### src/rtl/gpu_pkg.sv
// Shared definitions for the GPU command sequencer: opcodes, FSM states and
// the width of one queued command record.
package gpu_pkg;

    localparam logic OP_DRAW  = 1'b0;
    localparam logic OP_CLEAR = 1'b1;

    typedef enum logic [1:0] {
        ST_IDLE   = 2'd0,
        ST_LOAD   = 2'd1,
        ST_STROBE = 2'd2,
        ST_WAIT   = 2'd3
    } seq_state_t;

    // op + address + address_x/address_y/image_width + clear_color
    localparam int CMD_FIXED_W = 1 + 32 + 3 * 16 + 16;

    function automatic int cmd_rec_w(input int ww, input int hw);
        return CMD_FIXED_W + 2 * ww + 2 * hw;
    endfunction

endpackage

### src/rtl/gpu_cmd_fifo.sv
// Synchronous FIFO holding queued GPU commands; the head entry is always
// visible on rd_data, and a write never shows up in the same cycle.
module gpu_cmd_fifo #(
    parameter int WIDTH = 8,
    parameter int DEPTH = 8,
    localparam int AW = $clog2(DEPTH),
    localparam int CW = AW + 1
) (
    input  logic             clk,
    input  logic             reset,
    input  logic             wr_en,
    input  logic [WIDTH-1:0] wr_data,
    input  logic             rd_en,
    output logic [WIDTH-1:0] rd_data,
    output logic             full,
    output logic             empty,
    output logic [CW-1:0]    count
);

    logic [WIDTH-1:0] mem [DEPTH];
    logic [AW-1:0]    wr_ptr;
    logic [AW-1:0]    rd_ptr;
    logic             wr_ok;
    logic             rd_ok;

    // Acceptance depends only on the current count, never on a same-cycle pop.
    assign full    = (count == CW'(DEPTH));
    assign empty   = (count == '0);
    assign wr_ok   = wr_en && !full;
    assign rd_ok   = rd_en && !empty;
    assign rd_data = mem[rd_ptr];

    always_ff @(posedge clk) begin
        if (wr_ok) mem[wr_ptr] <= wr_data;
    end

    always_ff @(posedge clk) begin
        if (reset) begin
            wr_ptr <= '0;
            rd_ptr <= '0;
            count  <= '0;
        end else begin
            if (wr_ok) wr_ptr <= wr_ptr + AW'(1);
            if (rd_ok) rd_ptr <= rd_ptr + AW'(1);
            count <= count + CW'(wr_ok) - CW'(rd_ok);
        end
    end

endmodule

### src/rtl/gpu_cmd_sequencer.sv
// Queues draw/clear commands and issues them one at a time to the GPU as a
// single-cycle strobe, holding the parameters stable until the GPU is done.
module gpu_cmd_sequencer
    import gpu_pkg::*;
#(
    parameter int FB_WIDTH  = 400,
    parameter int FB_HEIGHT = 240,
    parameter int DEPTH     = 8,
    localparam int WW = $clog2(FB_WIDTH) + 2,
    localparam int HW = $clog2(FB_HEIGHT) + 2,
    localparam int CW = $clog2(DEPTH) + 1
) (
    input  logic          clk,
    input  logic          reset,
    input  logic          cmd_valid,
    output logic          cmd_ready,
    input  logic          cmd_op,
    input  logic [31:0]   cmd_address,
    input  logic [15:0]   cmd_address_x,
    input  logic [15:0]   cmd_address_y,
    input  logic [15:0]   cmd_image_width,
    input  logic [WW-1:0] cmd_width,
    input  logic [WW-1:0] cmd_x,
    input  logic [HW-1:0] cmd_height,
    input  logic [HW-1:0] cmd_y,
    input  logic [15:0]   cmd_clear_color,
    output logic [31:0]   gpu_address,
    output logic [15:0]   gpu_address_x,
    output logic [15:0]   gpu_address_y,
    output logic [15:0]   gpu_image_width,
    output logic [WW-1:0] gpu_width,
    output logic [HW-1:0] gpu_height,
    output logic [WW-1:0] gpu_x,
    output logic [HW-1:0] gpu_y,
    output logic [15:0]   gpu_clear_color,
    output logic          gpu_draw,
    output logic          gpu_clear,
    input  logic          gpu_busy,
    output logic [CW-1:0] queue_count,
    output logic          idle,
    output logic [15:0]   done_count
);

    typedef struct packed {
        logic          op;
        logic [31:0]   address;
        logic [15:0]   address_x;
        logic [15:0]   address_y;
        logic [15:0]   image_width;
        logic [WW-1:0] width;
        logic [WW-1:0] x;
        logic [HW-1:0] height;
        logic [HW-1:0] y;
        logic [15:0]   clear_color;
    } cmd_t;

    localparam int REC_W = cmd_rec_w(WW, HW);

    seq_state_t state;
    cmd_t       push_rec, head, hold, hold_nxt;
    logic       full, empty, pop, degenerate;

    assign push_rec = '{op: cmd_op, address: cmd_address, address_x: cmd_address_x,
                        address_y: cmd_address_y, image_width: cmd_image_width,
                        width: cmd_width, x: cmd_x, height: cmd_height, y: cmd_y,
                        clear_color: cmd_clear_color};

    gpu_cmd_fifo #(.WIDTH(REC_W), .DEPTH(DEPTH)) u_fifo (
        .clk     (clk),
        .reset   (reset),
        .wr_en   (cmd_valid),
        .wr_data (push_rec),
        .rd_en   (pop),
        .rd_data (head),
        .full    (full),
        .empty   (empty),
        .count   (queue_count)
    );

    assign cmd_ready  = !full;
    assign idle       = empty && (state == ST_IDLE);
    assign pop        = (state == ST_IDLE) && !empty && !gpu_busy;
    assign degenerate = (hold.op == OP_DRAW) && (hold.width == '0 || hold.height == '0);

    // A clear only carries a colour; a draw leaves the last clear colour alone.
    always_comb begin
        hold_nxt = hold;
        if (head.op == OP_CLEAR) begin
            hold_nxt.op          = OP_CLEAR;
            hold_nxt.clear_color = head.clear_color;
        end else begin
            hold_nxt             = head;
            hold_nxt.clear_color = hold.clear_color;
        end
    end

    always_ff @(posedge clk) begin
        if (reset) begin
            state      <= ST_IDLE;
            hold       <= '0;
            gpu_draw   <= 1'b0;
            gpu_clear  <= 1'b0;
            done_count <= '0;
        end else begin
            case (state)
                ST_IDLE: begin
                    if (pop) begin
                        hold  <= hold_nxt;
                        state <= ST_LOAD;
                    end
                end
                ST_LOAD: begin
                    if (degenerate) begin
                        done_count <= done_count + 16'd1;
                        state      <= ST_IDLE;
                    end else begin
                        gpu_draw  <= (hold.op == OP_DRAW);
                        gpu_clear <= (hold.op == OP_CLEAR);
                        state     <= ST_STROBE;
                    end
                end
                ST_STROBE: begin
                    gpu_draw  <= 1'b0;
                    gpu_clear <= 1'b0;
                    state     <= ST_WAIT;
                end
                ST_WAIT: begin
                    if (!gpu_busy) begin
                        done_count <= done_count + 16'd1;
                        state      <= ST_IDLE;
                    end
                end
                default: state <= ST_IDLE;
            endcase
        end
    end

    assign gpu_address     = hold.address;
    assign gpu_address_x   = hold.address_x;
    assign gpu_address_y   = hold.address_y;
    assign gpu_image_width = hold.image_width;
    assign gpu_width       = hold.width;
    assign gpu_height      = hold.height;
    assign gpu_x           = hold.x;
    assign gpu_y           = hold.y;
    assign gpu_clear_color = hold.clear_color;

endmodule
### config.mk
export PLATFORM = sky130hd
export DESIGN_NAME = gpu_cmd_sequencer
export DESIGN_NICKNAME = d
export VERILOG_FILES = /design/src/rtl/gpu_pkg.sv /design/src/rtl/gpu_cmd_fifo.sv /design/src/rtl/gpu_cmd_sequencer.sv
export SDC_FILE = /design/constraint.sdc
export NUM_CORES = 1
export LEC_CHECK = 0
export ABC_AREA = 1
export BUFFER_PORTS_ARGS = -buffer_cell sky130_fd_sc_hd__buf_2
export CORE_ASPECT_RATIO = 1.25
export CORE_MARGIN = 2
export CORE_UTILIZATION = 58
export DETAILED_ROUTE_END_ITERATION = 12
export HOLD_SLACK_MARGIN = 0.15
export PLACE_DENSITY = 0.79
export SKIP_LAST_GASP = 1
export SLEW_MARGIN = 20
export SYNTH_ARGS = -nofsm -noshare
export SYNTH_HDL_FRONTEND = slang
export SYNTH_SLANG_ARGS = --single-unit
### constraint.sdc
create_clock -name clk -period 9.8 [get_ports clk]
set_input_delay 0.98 -clock clk [delete_from_list [all_inputs] [get_ports clk]]
set_output_delay 0.98 -clock clk [all_outputs]
set_load 0.01 [all_outputs]
==> metrics <==
final setup fails 0; synthesized flop and latch total 1284; top-area cell type share of the netlist area 65.51%; total non-filler cell area in the finished layout roughly 56000 um2; per-instance average area after synthesis 11.52 um2; Setup Buffers After CTS 0; maximum number of pins on one net before global-route repair roughly 260; Gate Count Post-Synth ~4400; count of flip-flops with a built-in enable after synthesis 1112; data arrival at the endpoint of the critical path 4.63 ns; overall die height between 300 and 400 um; post-detailed-routing wire length between 100 and 150 mm; highest cell delay on the worst timing path 0.82 ns; routed via count divided by cell count approximately 5.8; crit share post-route 40.69%; weighted congestion reported at the end of routability-driven placement 0.7980; share of synthesized area occupied by flip-flops and latches 72.27%; net load switching power ~5.3 mW; H-Tree Depth 3; maximum fanout count along the critical path 257; clock root buffer sky130_fd_sc_hd__clkbuf_16; worst-case clock skew about 0.026 ns; placed wire-length estimate after detailed placement 61.17 mm; Slew Limit Fails 0; global-route wire length before repair ~180 mm; worst-case headroom to the max-slew limit 9.184%; number of design rule violations left after detail routing 0; hold-fix buffers at CTS 0; switch share around 34%; Placement Rows 121; # clock sinks 1284; post-detailed-route count of antenna-violating nets 0; worst voltage drop across the vdd grid between 0.2 and 0.3 mV; vias in the first global route between 30000 and 40000; fraction of final layout cells sized beyond drive strength 1 11.66%; cts repair resizes 0; status completed; warnings from Yosys 0; number of port buffers 304; power share of the clock group ~29%; Distinct cells, synth 26; placed standard-cell area 52220 um2; Internal 10.31 mW; path category of the worst min-delay check reg2reg; cell type with the largest total area after synthesis sky130_fd_sc_hd__edfxtp_1; starting utilization of the core area about three fifths; sort of element at the end of the critical path flip-flop; sum of buffers and inverters on the critical path 3; Syn Std Cell Area 50970 um2; Area contributors post-synth sky130_fd_sc_hd__edfxtp_1 (66%), sky130_fd_sc_hd__dfxtp_1 (6.8%), sky130_fd_sc_hd__nor2_1 (6.5%); CTS tree yes; FMAX 0.2508 GHz; Worst EP required 10.44 ns; number of I/O pins 305; path type of the worst setup path reg2reg; area of the core 87050 um2; most frequent cell after synthesis sky130_fd_sc_hd__edfxtp_1; Async SR Flop Fraction 0%; global routing usage summed across all routing layers 25.74%; post-detailed-route wirelength per cell just over 20 um; leading cell types by count after synthesis sky130_fd_sc_hd__edfxtp_1 (1112), sky130_fd_sc_hd__nor2_1 (880), sky130_fd_sc_hd__nand2_1 (765), sky130_fd_sc_hd__o21ai_0 (557), sky130_fd_sc_hd__o22ai_1 (276); DRC violation total after the first TritonRoute iteration 3822; register share of total power 43.5%; setup TNS 0 ns; startpoint types flip-flop; DR vias 33250; Max-cap violations 0; number of antenna violations at the first check in global routing 30; Synthesized Nets 4577; Critical Path Slowest Stage Cell sky130_fd_sc_hd__buf_4; Pwr per Cell Area 278.0 nW/um2; fraction of power consumed by combinational cells 27.5%; family with the most delay on the worst path buffers and inverters; Static Leak ~21 nW; Post-synth top flop sky130_fd_sc_hd__edfxtp_1; area growth from synthesis to layout 9.998%; post-CTS clock slew at the launch and capture registers of the worst setup and hold paths ~0.06 ns; total CTS buffers roughly 120; crit-path cells buf_12, buf_4, buf_4, o21ai_0, o22ai_1, nand2_1, nand2_1, nor2_1, nor2_1; width of the chip 269.2 um; transition at the pin with the smallest max-transition slack 1.362 ns; area enclosed by the die boundary 90280 um2; number of hold violations in the final report 0; setup repair after global routing missed its margin false; final period demand of the worst path 3.987 ns; global-route congestion overflow total 0; maximum number of buffers from clock root to sink 3; worst skew pair latency 0.71 ns; Pre-antenna DRT Iters 8; layout net count roughly 4600
[registers in the layout (all words and copies together) (netlist names), 4 cells and up, named ones only]
signal           flops
gpu_height          10
done_count          16
gpu_address         32
gpu_address_x       16
u_fifo.mem        1112
gpu_image_width     16
u_fifo.count         4
gpu_y               10
gpu_address_y       16
gpu_x               11
gpu_width           11
gpu_clear_color     16
[worst paths after layout]
| kind | startpoint | end | slack [ns] | cells after the start |
|---|---|---|---|---|
| hold / removal | u_fifo.rd_ptr[2] | flip-flop | 0.44 | 1 |
| setup / recovery | flip-flop | gpu_address[14] | 5.81 | 9 |
| setup reg to reg | flip-flop | gpu_address[14] | 5.81 | 9 |
| hold reg to reg | u_fifo.rd_ptr[2] | flip-flop | 0.44 | 1 |
[through the flow]
step	hold WS (ns)	power, mW	setup WS, ns	util [%]	instances
floorplan	0.4123	10.14	2.083	-	4424
global placement	0.4279	11.01	5.960	59.99	5535
detailed placement	0.4284	11.13	5.909	59.99	5535
CTS	0.4398	15.62	5.844	64.39	5755
global route	0.4729	16.39	5.509	64.39	5757
finish	0.4376	15.59	5.813	64.41	5761
[cell usage in the layout (no fill, tap or decap), types with 27 or more instances in the layout]
cell type,synthesis,final
sky130_fd_sc_hd__o22ai_1,276,276
sky130_fd_sc_hd__dfxtp_1,172,169
sky130_fd_sc_hd__nand3_1,28,27
sky130_fd_sc_hd__edfxtp_1,1112,1112
sky130_fd_sc_hd__nand2_1,765,765
sky130_fd_sc_hd__buf_4,148,36
sky130_fd_sc_hd__buf_2,55,304
sky130_fd_sc_hd__inv_1,161,160
sky130_fd_sc_hd__clkbuf_1,185,32
sky130_fd_sc_hd__o21ai_0,557,557
sky130_fd_sc_hd__clkbuf_16,0,117
sky130_fd_sc_hd__nor2_1,880,872
[cell type report]
class	count	area [um2]
sequential	1284	36850
fill	6310	30990
multi-input combinational	2571	11370
clock buffer	162	3227
timing repair buffer	345	1892
tap	1168	1461
inverter	167	649.4
clock inverter	58	603.1
antenna	6	15.01
[logic make-up (layout without fill, tap and decap cells)]
| group | after synthesis | after routing | share of synthesized area, % |
|---|---|---|---|
| XOR/XNOR | 11 | 11 | 0.1890 |
| AO/OA/AOI/OAI | 865 | 865 | 9.181 |
| buffers and inverters | 569 | 732 | 5.563 |
| other | 0 | 6 | 0 |
| flip-flops | 1284 | 1284 | 72.27 |
| adder cells (fa/ha/maj) | 10 | 10 | 0.2602 |
| AND/OR/NAND/NOR | 1685 | 1685 | 12.54 |
[power groups by stage]
stage                     logic, mW  clock network, mW  registers, mW
after global placement         4.13                  0           6.88
final                          4.29               4.52           6.78
after floorplan                3.32                  0           6.82
after detailed placement       4.24                  0           6.89
after global routing           4.79               4.77           6.82
after CTS                      4.28               4.56           6.78
[layer usage]
metal | track usage, % | routed length [um] | share of wire, % | up-vias
met5 | 0 | 244 | 0.21 | -
met1 | 32.76 | 45880 | 39 | 16110
met4 | 9.438 | 3161 | 2.7 | 38
li1 | - | - | - | 15320
met3 | 4.555 | 9712 | 8.2 | 247
met2 | 44.43 | 59890 | 50 | 1542
Power figures use the tool's default switching activity.
